`src/rtl/alu_pkg.sv`:
```
// Shared ALU definitions: FunSel op codes, flag bit positions and the sequencer state type.
package alu_pkg;

    localparam int unsigned FUNSEL_WIDTH = 5;
    localparam int unsigned FLAG_WIDTH   = 4;

    // FunSel[4] selects 32-bit operation; FunSel[3:0] is the op code.
    localparam int unsigned FUNSEL_W32_BIT = 4;

    localparam logic [3:0] OP_A    = 4'b0000;
    localparam logic [3:0] OP_B    = 4'b0001;
    localparam logic [3:0] OP_NOTA = 4'b0010;
    localparam logic [3:0] OP_NOTB = 4'b0011;
    localparam logic [3:0] OP_ADD  = 4'b0100;
    localparam logic [3:0] OP_ADDC = 4'b0101;
    localparam logic [3:0] OP_SUB  = 4'b0110;
    localparam logic [3:0] OP_AND  = 4'b0111;
    localparam logic [3:0] OP_OR   = 4'b1000;
    localparam logic [3:0] OP_XOR  = 4'b1001;
    localparam logic [3:0] OP_NAND = 4'b1010;
    localparam logic [3:0] OP_LSL  = 4'b1011;
    localparam logic [3:0] OP_LSR  = 4'b1100;
    localparam logic [3:0] OP_ASR  = 4'b1101;
    localparam logic [3:0] OP_CSL  = 4'b1110;
    localparam logic [3:0] OP_CSR  = 4'b1111;

    localparam int unsigned FLAG_Z = 3;
    localparam int unsigned FLAG_C = 2;
    localparam int unsigned FLAG_N = 1;
    localparam int unsigned FLAG_O = 0;

    typedef enum logic [1:0] {
        StIdle,
        StExec,
        StResp
    } seq_state_e;

endpackage

```
`src/rtl/alu_sequencer.sv`:
```
// Command/response front end for the ALU: issues one FunSel N times with ALUOut fed back
// into A, then returns the final result and the ALU's flags.
module alu_sequencer
    import alu_pkg::*;
#(
    parameter int unsigned DATA_WIDTH  = 32,
    parameter int unsigned COUNT_WIDTH = 5
) (
    input  logic                    clk_i,
    input  logic                    rst_ni,

    input  logic                    cmd_valid_i,
    output logic                    cmd_ready_o,
    input  logic [FUNSEL_WIDTH-1:0] cmd_funsel_i,
    input  logic [DATA_WIDTH-1:0]   cmd_a_i,
    input  logic [DATA_WIDTH-1:0]   cmd_b_i,
    input  logic [COUNT_WIDTH-1:0]  cmd_count_i,
    input  logic                    cmd_wf_i,

    output logic                    rsp_valid_o,
    input  logic                    rsp_ready_i,
    output logic [DATA_WIDTH-1:0]   rsp_data_o,
    output logic [FLAG_WIDTH-1:0]   rsp_flags_o,

    input  logic                    abort_i,
    output logic                    busy_o,

    output logic [DATA_WIDTH-1:0]   alu_a_o,
    output logic [DATA_WIDTH-1:0]   alu_b_o,
    output logic [FUNSEL_WIDTH-1:0] alu_funsel_o,
    output logic                    alu_wf_o,
    input  logic [DATA_WIDTH-1:0]   alu_out_i,
    input  logic [FLAG_WIDTH-1:0]   flags_i
);

    seq_state_e               state_q, state_d;
    logic                     init_q;
    logic [DATA_WIDTH-1:0]    acc_q, acc_d;
    logic [DATA_WIDTH-1:0]    b_q, b_d;
    logic [FUNSEL_WIDTH-1:0]  funsel_q, funsel_d;
    logic                     wf_q, wf_d;
    logic [COUNT_WIDTH-1:0]   steps_q, steps_d;
    logic [DATA_WIDTH-1:0]    res_q, res_d;
    logic                     cmd_ready;

    // init_q keeps CmdReady low until the first edge after reset release.
    assign cmd_ready = (state_q == StIdle) && init_q;

    always_comb begin
        state_d  = state_q;
        acc_d    = acc_q;
        b_d      = b_q;
        funsel_d = funsel_q;
        wf_d     = wf_q;
        steps_d  = steps_q;
        res_d    = res_q;

        unique case (state_q)
            StIdle: begin
                if (cmd_valid_i && cmd_ready) begin
                    acc_d    = cmd_a_i;
                    b_d      = cmd_b_i;
                    funsel_d = cmd_funsel_i;
                    wf_d     = cmd_wf_i;
                    steps_d  = (cmd_count_i == '0) ? COUNT_WIDTH'(1) : cmd_count_i;
                    state_d  = StExec;
                end
            end
            StExec: begin
                steps_d = steps_q - COUNT_WIDTH'(1);
                if (abort_i) begin
                    state_d = StIdle;
                end else if (steps_q == COUNT_WIDTH'(1)) begin
                    // Final result goes to res_q so ALU_A holds its last driven value.
                    res_d   = alu_out_i;
                    state_d = StResp;
                end else begin
                    acc_d = alu_out_i;
                end
            end
            StResp: begin
                if (rsp_ready_i) begin
                    state_d = StIdle;
                end
            end
            default: state_d = StIdle;
        endcase
    end

    always_ff @(posedge clk_i or negedge rst_ni) begin
        if (!rst_ni) begin
            state_q  <= StIdle;
            init_q   <= 1'b0;
            acc_q    <= '0;
            b_q      <= '0;
            funsel_q <= '0;
            wf_q     <= 1'b0;
            steps_q  <= '0;
            res_q    <= '0;
        end else begin
            state_q  <= state_d;
            init_q   <= 1'b1;
            acc_q    <= acc_d;
            b_q      <= b_d;
            funsel_q <= funsel_d;
            wf_q     <= wf_d;
            steps_q  <= steps_d;
            res_q    <= res_d;
        end
    end

    assign cmd_ready_o  = cmd_ready;
    assign busy_o       = (state_q != StIdle);
    assign rsp_valid_o  = (state_q == StResp);
    assign rsp_data_o   = res_q;
    // ALU WF is low in RESP, so its registered flags stay stable while stalled.
    assign rsp_flags_o  = (state_q == StResp) ? flags_i : '0;
    assign alu_a_o      = acc_q;
    assign alu_b_o      = b_q;
    assign alu_funsel_o = funsel_q;
    assign alu_wf_o     = wf_q && (state_q == StExec);

endmodule

```
`config.mk`:
```
export PLATFORM = sky130hd
export DESIGN_NAME = alu_sequencer
export DESIGN_NICKNAME = d
export VERILOG_FILES = /design/src/rtl/alu_pkg.sv /design/src/rtl/alu_sequencer.sv
export SDC_FILE = /design/constraint.sdc
export NUM_CORES = 1
export LEC_CHECK = 0
export ABC_AREA = 1
export CAP_MARGIN = 20
export CORE_ASPECT_RATIO = 0.75
export CORE_MARGIN = 2
export CORE_UTILIZATION = 45
export DETAILED_ROUTE_END_ITERATION = 8
export PLACE_DENSITY = 0.82
export SYNTH_ARGS = -nofsm -noshare
export SYNTH_HDL_FRONTEND = slang
export SYNTH_SLANG_ARGS = --single-unit
```
`constraint.sdc`:
```
create_clock -name clk_i -period 4 [get_ports clk_i]
set_input_delay 1.2 -clock clk_i [delete_from_list [all_inputs] [get_ports clk_i]]
set_output_delay 1.2 -clock clk_i [all_outputs]
set_load 0.01 [all_outputs]
```
==> impl_metrics.env, run 1 <==
export IMPL_status="finished clean"
export IMPL_tns_ns=0
export IMPL_pin_count=225
export IMPL_cts_sinks=110
export IMPL_drt_initial_drc_count=323
export IMPL_hold_buffers=0
export IMPL_rrSetupSlack_ns=1.95
export IMPL_dieArea_um2=11750
export IMPL_top_usage_layer="met2"
export IMPL_r2r_end="rsp_data_o[8]"
export IMPL_power_leakage_uw=0.003806
export IMPL_maxSlewViolCount=0
export IMPL_diodes=0
export IMPL_finalCritPeriodShare=0.9058
export IMPL_hold_path_end="rsp_data_o[18]"
export IMPL_drc=0
export IMPL_htree_levels=3
export IMPL_detail_route_wl_per_cell_um=14.71
export IMPL_slew_headroom=0.3419
export IMPL_hold_path_class="flip-flop to flip-flop"
export IMPL_routed_wl_um=14370
export IMPL_cts_root_buffer="clkbuf_16"
export IMPL_drv_cap=0
export IMPL_layout_drive_gt1_share=0.03686
export IMPL_design_area_um2=7488
export IMPL_grtUsageMet1=0.3127
export IMPL_syn_inst=628
export IMPL_critPathMaxFanout=1
export IMPL_worstSetupStartpointType="primary input"
export IMPL_yosysSeqAreaShare=0.5618
export IMPL_nNetsFinal=955
export IMPL_grt_util_all_layers=0.2527
export IMPL_cts_clk_slew_worst_paths_ns=0.07
export IMPL_setup_viol=0
export IMPL_antenna_left=0
export IMPL_vias=4753
export IMPL_core_area_um2=10450
export IMPL_viasPerCell=4.865
export IMPL_routabilityCongestion=0.8546
export IMPL_post_cts_resized=0
export IMPL_whs_path_depth=2
export IMPL_period_needed_ns=3.623
export IMPL_fmax_mhz=276.0
export IMPL_hold_viol_final=0
export IMPL_clock_latency_ns=0.34
export IMPL_arrival_ns=2.42
export IMPL_worst_pin_slew_ns=0.9848
export IMPL_placementRows=32
export IMPL_use_met2=0.4367
export IMPL_syn_area_um2=4900
export IMPL_grt_start_max_net_pins=64
export IMPL_reg2reg_depth=8
export IMPL_area_delta_synth_final_pct=52.83
export IMPL_power_density_nw_per_um2=633.6
export IMPL_postCtsSetupRepairBufs=0
export IMPL_yosysWarnings=0
export IMPL_r2r_start="state_q[1]"
export IMPL_cp_required_ns=2.80
export IMPL_use_met3=0.06516
export IMPL_endpoint_kind="primary output"
export IMPL_grt_pass1_wl_um=23890
export IMPL_final_common_cell="nand2_1"
export IMPL_grt_pass1_vias=4883
export IMPL_die_w_um=124.5
export IMPL_hold_start="rsp_data_o[18]"
export IMPL_final_cell_mix="nand2_1, clkdlybuf4s50_1, dfrtp_1"
export IMPL_antenna_found_initial=0
export IMPL_place_hpwl_um=10220
export IMPL_initial_core_util=0.4689
export IMPL_utilization=0.7166
export IMPL_critPathKind="primary input to primary output"
export IMPL_io_buffer_count=224
export IMPL_peakVddDrop_v=0.0002999
export IMPL_syn_avg_cell_area_um2=7.802
export IMPL_fin_skew_ns=0.003987
export IMPL_cts_path_max_buffers=2
export IMPL_cts_tree="yes"
export IMPL_netlist_cell_type_count=19
export IMPL_syn_nets=746
export IMPL_placed_cell_area_um2=7212
export IMPL_rsz0062_at_grt="no"
export IMPL_first_pass_iters=5
export IMPL_globalRouteOverflowTotal=0
export IMPL_ys_ff_latch=110
export IMPL_cts_made_buffers=9
export IMPL_die_height_um=94.37
==> cell usage after synthesis (all sizes together) <==
cell	instances	share of area
o21ai	40	0.041
inv	57	0.044
ha	2	0.0051
clkbuf	2	0.0015
nand4	1	0.0013
a21oi	1	0.0010
nand3	39	0.041
buf	30	0.033
nand2	324	0.25
conb	1	0.00077
nor2	21	0.020
dfrtp	110	0.56
==> per-stage QoR <==
| stage | setup slack [ns] | total power [uW] | hold slack [ns] | std cells |
|---|---|---|---|---|
| global placement | 0.4115 | 3854 | 0.4607 | 962 |
| finish | 0.3769 | 4745 | 0.4832 | 977 |
| CTS | 0.3681 | 4784 | 0.4860 | 977 |
| global route | 0.3410 | 5067 | 0.5103 | 977 |
| floorplan | 1.409 | 2689 | 0.4645 | 628 |
| detailed placement | 0.3810 | 3922 | 0.4671 | 962 |
==> state kept, by name, summed over array words and instances, names as in the netlist <==
register / cells
alu_a_o: 32
alu_b_o: 32
alu_funsel_o: 5
init_q: 1
rsp_data_o: 32
state_q: 2
steps_q: 5
wf_q: 1
==> final cells by class <==
cell class | instances | area, um2
Fill cell | 788 | 2962
Sequential cell | 110 | 2753
Timing Repair Buffer | 230 | 2297
Multi-Input combinational cell | 429 | 1778
Clock buffer | 12 | 256.5
Inverter | 57 | 214.0
Tap cell | 136 | 170.2
Clock inverter | 3 | 20.02
==> worst max-delay path by stage <==
stage	from	end	slack (ns)	cells after the start
floorplan	flags_i[0]	rsp_flags_o[0]	1.41	2
global placement	flags_i[1]	rsp_flags_o[1]	0.41	4
detailed placement	flags_i[1]	rsp_flags_o[1]	0.38	4
CTS	flags_i[1]	rsp_flags_o[1]	0.37	4
global route	flags_i[3]	rsp_flags_o[3]	0.34	4
finish	flags_i[1]	rsp_flags_o[1]	0.38	4
==> where the power goes <==
part	total (uW)	switching [uW]	internal [uW]
registers	1830	271	1560
logic	2070	969	1100
clock network	840	387	453
==> worst max-delay path, stage by stage <==
cell	delay, ns
clkdlybuf4s50_1	0.47
inv_1	0.04
nor2_1	0.15
clkdlybuf4s50_1	0.56
==> kinds of logic (layout without fill, tap and decap cells) <==
family                     after synthesis  after routing  synth area share
AOI/OAI and AO/OA                       41             41           0.04188
adders and majority gates                2              2          0.005106
buffers and inverters                   89            302           0.07840
DFF                                    110            110            0.5618
other                                    1              1         0.0007654
and+or+nand+nor                        385            385            0.3121
==> per-layer routing <==
layer  part of all wire  wire [um]
met5                  0          0
met4              0.024        338
met3              0.065        938
met2               0.49       7095
met1               0.42       5997
Note: power is estimated with default switching activity, not from simulation.
==> run 2, diff against run 1 <==
Settings changed: CORE_UTILIZATION 45 to 42, HOLD_SLACK_MARGIN from default to 0.02, PLACE_DENSITY 0.82 to 0.77, SKIP_LAST_GASP from default to 1.
Clock period 4 ns to 3.99 ns, I/O delays scaled along.
==> run 2 against run 1 <==
Net effect: first-iteration DRC count down 25%; cell count up 0.82%; sequential cell count unchanged; final area up 0.28%; routed wire length down 2.4%; register-to-register slack about the same; clock power up 2%; count of clock-buffer cells in the layout down 2; die area up 6.9%; utilization down 6.3 points; sequential power about the same; critical path type unchanged; critical endpoint is now rsp_flags_o[2].
==> impl_metrics.env, run 2 (same netlist as run 1, synthesis figures left out) <==
export IMPL_finalCritPeriodShare=0.8875
export IMPL_hold_buffers=0
export IMPL_cts_path_max_buffers=2
export IMPL_viasPerCell=4.734
export IMPL_p_int_uw=3117
export IMPL_vias=4663
export IMPL_clock_power_share=0.181
export IMPL_drv_cap=0
export IMPL_die_height_um=97.54
export IMPL_r2r_start="state_q[1]"
export IMPL_globalRouteOverflowTotal=0
export IMPL_cts_tree="yes"
export IMPL_design_area_um2=7510
export IMPL_arrival_ns=2.34
export IMPL_status="finished clean"
export IMPL_io_buffer_count=224
export IMPL_initial_core_util=0.4266
export IMPL_rsz0062_at_grt="no"
export IMPL_hold_path_end="rsp_data_o[22]"
export IMPL_detail_route_wl_per_cell_um=14.24
export IMPL_reg2reg_depth=8
export IMPL_grt_util_all_layers=0.2320
export IMPL_pin_count=225
export IMPL_seqPwrFrac=0.389
export IMPL_layout_drive_gt1_share=0.03805
export IMPL_diodes=0
export IMPL_tns_ns=0
export IMPL_grt_pass1_vias=4808
export IMPL_htree_levels=3
export IMPL_period_needed_ns=3.541
export IMPL_drc=0
export IMPL_hold_viol_final=0
export IMPL_placementRows=34
export IMPL_endpoint_kind="primary output"
export IMPL_core_area_um2=11490
export IMPL_clock_latency_ns=0.34
export IMPL_placed_cell_area_um2=7227
export IMPL_critPathKind="primary input to primary output"
export IMPL_peakVddDrop_v=0.0002772
export IMPL_routed_wl_um=14030
export IMPL_slew_headroom=0.3345
export IMPL_cp_required_ns=2.79
export IMPL_p_sw_frac=0.3432
export IMPL_maxSlewViolCount=0
export IMPL_critPathMaxFanout=1
export IMPL_cts_root_buffer="clkbuf_16"
export IMPL_antenna_found_initial=0
export IMPL_worstSetupStartpointType="primary input"
export IMPL_post_cts_resized=0
export IMPL_antenna_left=0
export IMPL_cts_clk_slew_worst_paths_ns=0.07
export IMPL_power_leakage_uw=0.003817
export IMPL_grt_pass1_wl_um=23290
export IMPL_grt_start_max_net_pins=112
export IMPL_worst_pin_slew_ns=0.9959
export IMPL_place_hpwl_um=9888
export IMPL_drt_initial_drc_count=243
export IMPL_hold_path_class="flip-flop to flip-flop"
export IMPL_area_delta_synth_final_pct=53.27
export IMPL_die_w_um=128.7
export IMPL_p_sw_uw=1629
export IMPL_combPwrFrac=0.431
export IMPL_routabilityCongestion=0.8158
export IMPL_cts_made_buffers=9
export IMPL_fmax_mhz=282.4
export IMPL_hold_start="rsp_data_o[22]"
export IMPL_rrSetupSlack_ns=1.96
export IMPL_postCtsSetupRepairBufs=0
export IMPL_cts_sinks=110
export IMPL_dieArea_um2=12560
export IMPL_first_pass_iters=4
export IMPL_setup_viol=0
export IMPL_final_common_cell="nand2_1"
export IMPL_nNetsFinal=954
export IMPL_whs_path_depth=2
export IMPL_fin_skew_ns=0.008811
export IMPL_final_cell_mix="nand2_1, clkdlybuf4s50_1, dfrtp_1"
export IMPL_power_density_nw_per_um2=632.1
export IMPL_r2r_end="rsp_data_o[0]"
==> run 2: cell count changes in the layout (fill, tap and decap cells not counted), sizes merged <==
cell,previous run,this run
clkinv,1,2
buf,7,6
inv,57,60
clkinvlp,2,1
clkbuf,12,10
==> run 2: power groups by stage <==
stage          logic [uW]  registers [uW]  clock network (uW)
3_5_place_dp         2060            1860                   0
2_1_floorplan         668            2030                   0
6_report             2040            1840                 858
5_1_grt              2250            1900                 920
4_1_cts              2070            1840                 877
3_3_place_gp         2030            1840                   0
==> run 2: how the worst max path moves through the flow <==
| stage | startpoint | end | slack [ns] | cells past startpoint |
|---|---|---|---|---|
| final | flags_i[2] | rsp_flags_o[2] | 0.45 | 4 |
| after global routing | flags_i[0] | rsp_flags_o[0] | 0.38 | 4 |
| after CTS | flags_i[2] | rsp_flags_o[2] | 0.45 | 4 |
| after detailed placement | flags_i[3] | rsp_flags_o[3] | 0.45 | 4 |
| after global placement | flags_i[2] | rsp_flags_o[2] | 0.47 | 4 |
| after floorplan | flags_i[0] | rsp_flags_o[0] | 1.40 | 2 |
==> run 2: routing by layer <==
layer / up-vias / routed length, um / GRT usage
met5: - / 0 / 0
met1: 2164 / 5980 / 0.2967
met4: 0 / 191 / 0.06856
met3: 17 / 893 / 0.04405
met2: 163 / 6962 / 0.3997
li1: 2319 / - / -
==> run 2: stage by stage <==
stage / hold slack (ns) / utilization / setup slack [ns] / cells / power (uW)
final: 0.4825 / 0.6538 / 0.4488 / 985 / 4747
after global routing: 0.5046 / 0.6538 / 0.3849 / 985 / 5074
after CTS: 0.4867 / 0.6538 / 0.4475 / 985 / 4793
after detailed placement: 0.4678 / 0.6292 / 0.4472 / 969 / 3920
after global placement: 0.4647 / 0.6292 / 0.4738 / 969 / 3861
after floorplan: 0.4645 / - / 1.405 / 628 / 2696
==> run 2: cell type report <==
type / count / area [um2]
Inverter: 57 / 214.0
Fill cell: 973 / 3976
Tap cell: 144 / 180.2
Clock inverter: 6 / 43.79
Timing Repair Buffer: 229 / 2302
Clock buffer: 10 / 239.0
Sequential cell: 110 / 2753
Multi-Input combinational cell: 429 / 1778
==> run 2: critical path: stages <==
cell and delay (ns):
clkdlybuf4s50_1 0.45, inv_1 0.04, nor2_1 0.10, clkdlybuf4s50_1 0.55
==> run 3, diff against run 2 <==
Settings changed: CELL_PAD_IN_SITES_DETAIL_PLACEMENT from default to 1, CELL_PAD_IN_SITES_GLOBAL_PLACEMENT from default to 2, CORE_MARGIN 2 to default, CORE_UTILIZATION 42 to 22, PLACE_DENSITY 0.77 to 0.76.
==> run 3 against run 2 <==
Net effect: sequential power about the same; total power up 1.7%; setup slack improved by 0.013 ns; count of clock-buffer cells in the layout grew 1.
==> impl_metrics.env, run 3 (same netlist as run 1, synthesis figures left out) <==
export IMPL_status="finished clean"
export IMPL_drv_cap=0
export IMPL_whs_ns=0.4852
export IMPL_core_area_um2=21470
export IMPL_tns_ns=0
export IMPL_post_cts_resized=0
export IMPL_postCtsSetupRepairBufs=0
export IMPL_die_w_um=174.3
export IMPL_setup_ws_ns=0.4613
export IMPL_placementRows=46
export IMPL_viasPerCell=4.094
export IMPL_grt_pass1_vias=4835
export IMPL_fin_skew_ns=0.008093
export IMPL_pin_count=225
export IMPL_cts_sinks=110
export IMPL_slew_headroom=0.3394
export IMPL_utilization=0.3591
export IMPL_endpoint_kind="primary output"
export IMPL_place_hpwl_um=12110
export IMPL_area_delta_synth_final_pct=57.35
export IMPL_layout_drive_gt1_share=0.04033
export IMPL_globalRouteOverflowTotal=0
export IMPL_fmax_mhz=283.4
export IMPL_placed_cell_area_um2=7407
export IMPL_grt_util_all_layers=0.1568
export IMPL_worst_pin_slew_ns=0.9886
export IMPL_power_density_nw_per_um2=626.4
export IMPL_grt_pass1_wl_um=27920
export IMPL_vias=4630
export IMPL_cp_required_ns=2.79
export IMPL_antenna_left=0
export IMPL_grt_start_max_net_pins=51
export IMPL_die_height_um=131.2
export IMPL_htree_levels=3
export IMPL_cts_clk_slew_worst_paths_ns=0.08
export IMPL_reg2reg_depth=7
export IMPL_design_area_um2=7710
export IMPL_routed_wl_um=17250
export IMPL_routabilityCongestion=0.7173
export IMPL_io_buffer_count=224
export IMPL_hold_path_class="flip-flop to flip-flop"
export IMPL_drt_initial_drc_count=149
export IMPL_cp_startpoint="flags_i[3]"
export IMPL_arrival_ns=2.33
export IMPL_clock_latency_ns=0.36
export IMPL_diodes=0
export IMPL_cts_made_buffers=9
export IMPL_rrSetupSlack_ns=1.73
export IMPL_pre_cts_slack_ns=0.4512
export IMPL_critPathKind="primary input to primary output"
export IMPL_drc=0
export IMPL_period_needed_ns=3.529
export IMPL_cts_path_max_buffers=2
export IMPL_setup_viol=0
export IMPL_dieArea_um2=22880
export IMPL_cts_root_buffer="clkbuf_16"
export IMPL_initial_core_util=0.2282
export IMPL_r2r_start="state_q[1]"
export IMPL_first_pass_iters=4
export IMPL_worstSetupStartpointType="primary input"
export IMPL_hold_buffers=0
export IMPL_rsz0062_at_grt="no"
export IMPL_final_cell_mix="nand2_1, clkdlybuf4s50_1, dfrtp_1"
export IMPL_maxSlewViolCount=0
export IMPL_finalCritPeriodShare=0.8844
export IMPL_r2r_end="rsp_data_o[7]"
export IMPL_endpoint="rsp_flags_o[3]"
export IMPL_detail_route_wl_per_cell_um=15.26
export IMPL_critPathMaxFanout=1
export IMPL_final_common_cell="nand2_1"
export IMPL_nNetsFinal=956
export IMPL_cts_tree="yes"
export IMPL_hold_viol_final=0
export IMPL_antenna_found_initial=0
export IMPL_power_leakage_uw=0.003826
export IMPL_peakVddDrop_v=0.0002007
-- run 3: changes by cell type in the layout (fill, tap and decap cells not counted), sizes merged --
cell / change
buf: +2
clkbuf: +1
clkinvlp: -1
-- run 3: per-stage QoR --
step	total power [uW]	cells
2_1_floorplan	2696	628
3_3_place_gp	3950	1114
3_5_place_dp	3986	1114
4_1_cts	4934	1130
5_1_grt	5187	1131
6_report	4829	1131
-- run 3: layout make-up --
type | instances | area (um2)
fill | 2544 | 13760
sequential | 110 | 2753
timing repair buffer | 231 | 2317
multi-input combinational | 429 | 1783
tap | 288 | 360.3
clock buffer | 11 | 242.7
inverter | 57 | 214.0
clock inverter | 5 | 40.04
-- run 3: critical path, cell delays in order --
cell and delay (ns):
clkdlybuf4s50_1 0.46, inv_1 0.04, nor2_1 0.10, clkdlybuf4s50_1 0.55
-- run 3: layer usage --
metal | GRT usage | share of wire | up-vias
met5 | 0 | 0 | -
met4 | 0.03509 | 0.0078 | 0
met1 | 0.2175 | 0.50 | 2192
met3 | 0.04022 | 0.054 | 12
met2 | 0.2430 | 0.44 | 112
li1 | - | - | 2314
-- run 3: worst min-delay path by stage --
stage	startpoint	end	slack [ns]	cells after the start
finish	rsp_data_o[22]	rsp_data_o[22]	0.49	2
global route	rsp_data_o[7]	rsp_data_o[7]	0.51	2
CTS	rsp_data_o[0]	rsp_data_o[0]	0.49	2
detailed placement	rsp_data_o[22]	rsp_data_o[22]	0.47	2
global placement	rsp_data_o[17]	rsp_data_o[17]	0.47	2
floorplan	steps_q[1]	steps_q[1]	0.46	2
-- run 3: report_power, final --
part           internal [uW]  switching [uW]  total, uW  leakage [uW]
clock                    450             448        898      0.000141
combinational           1110             992       2100       0.00231
sequential              1570             261       1830       0.00137
total                   3130            1700       4830       0.00383
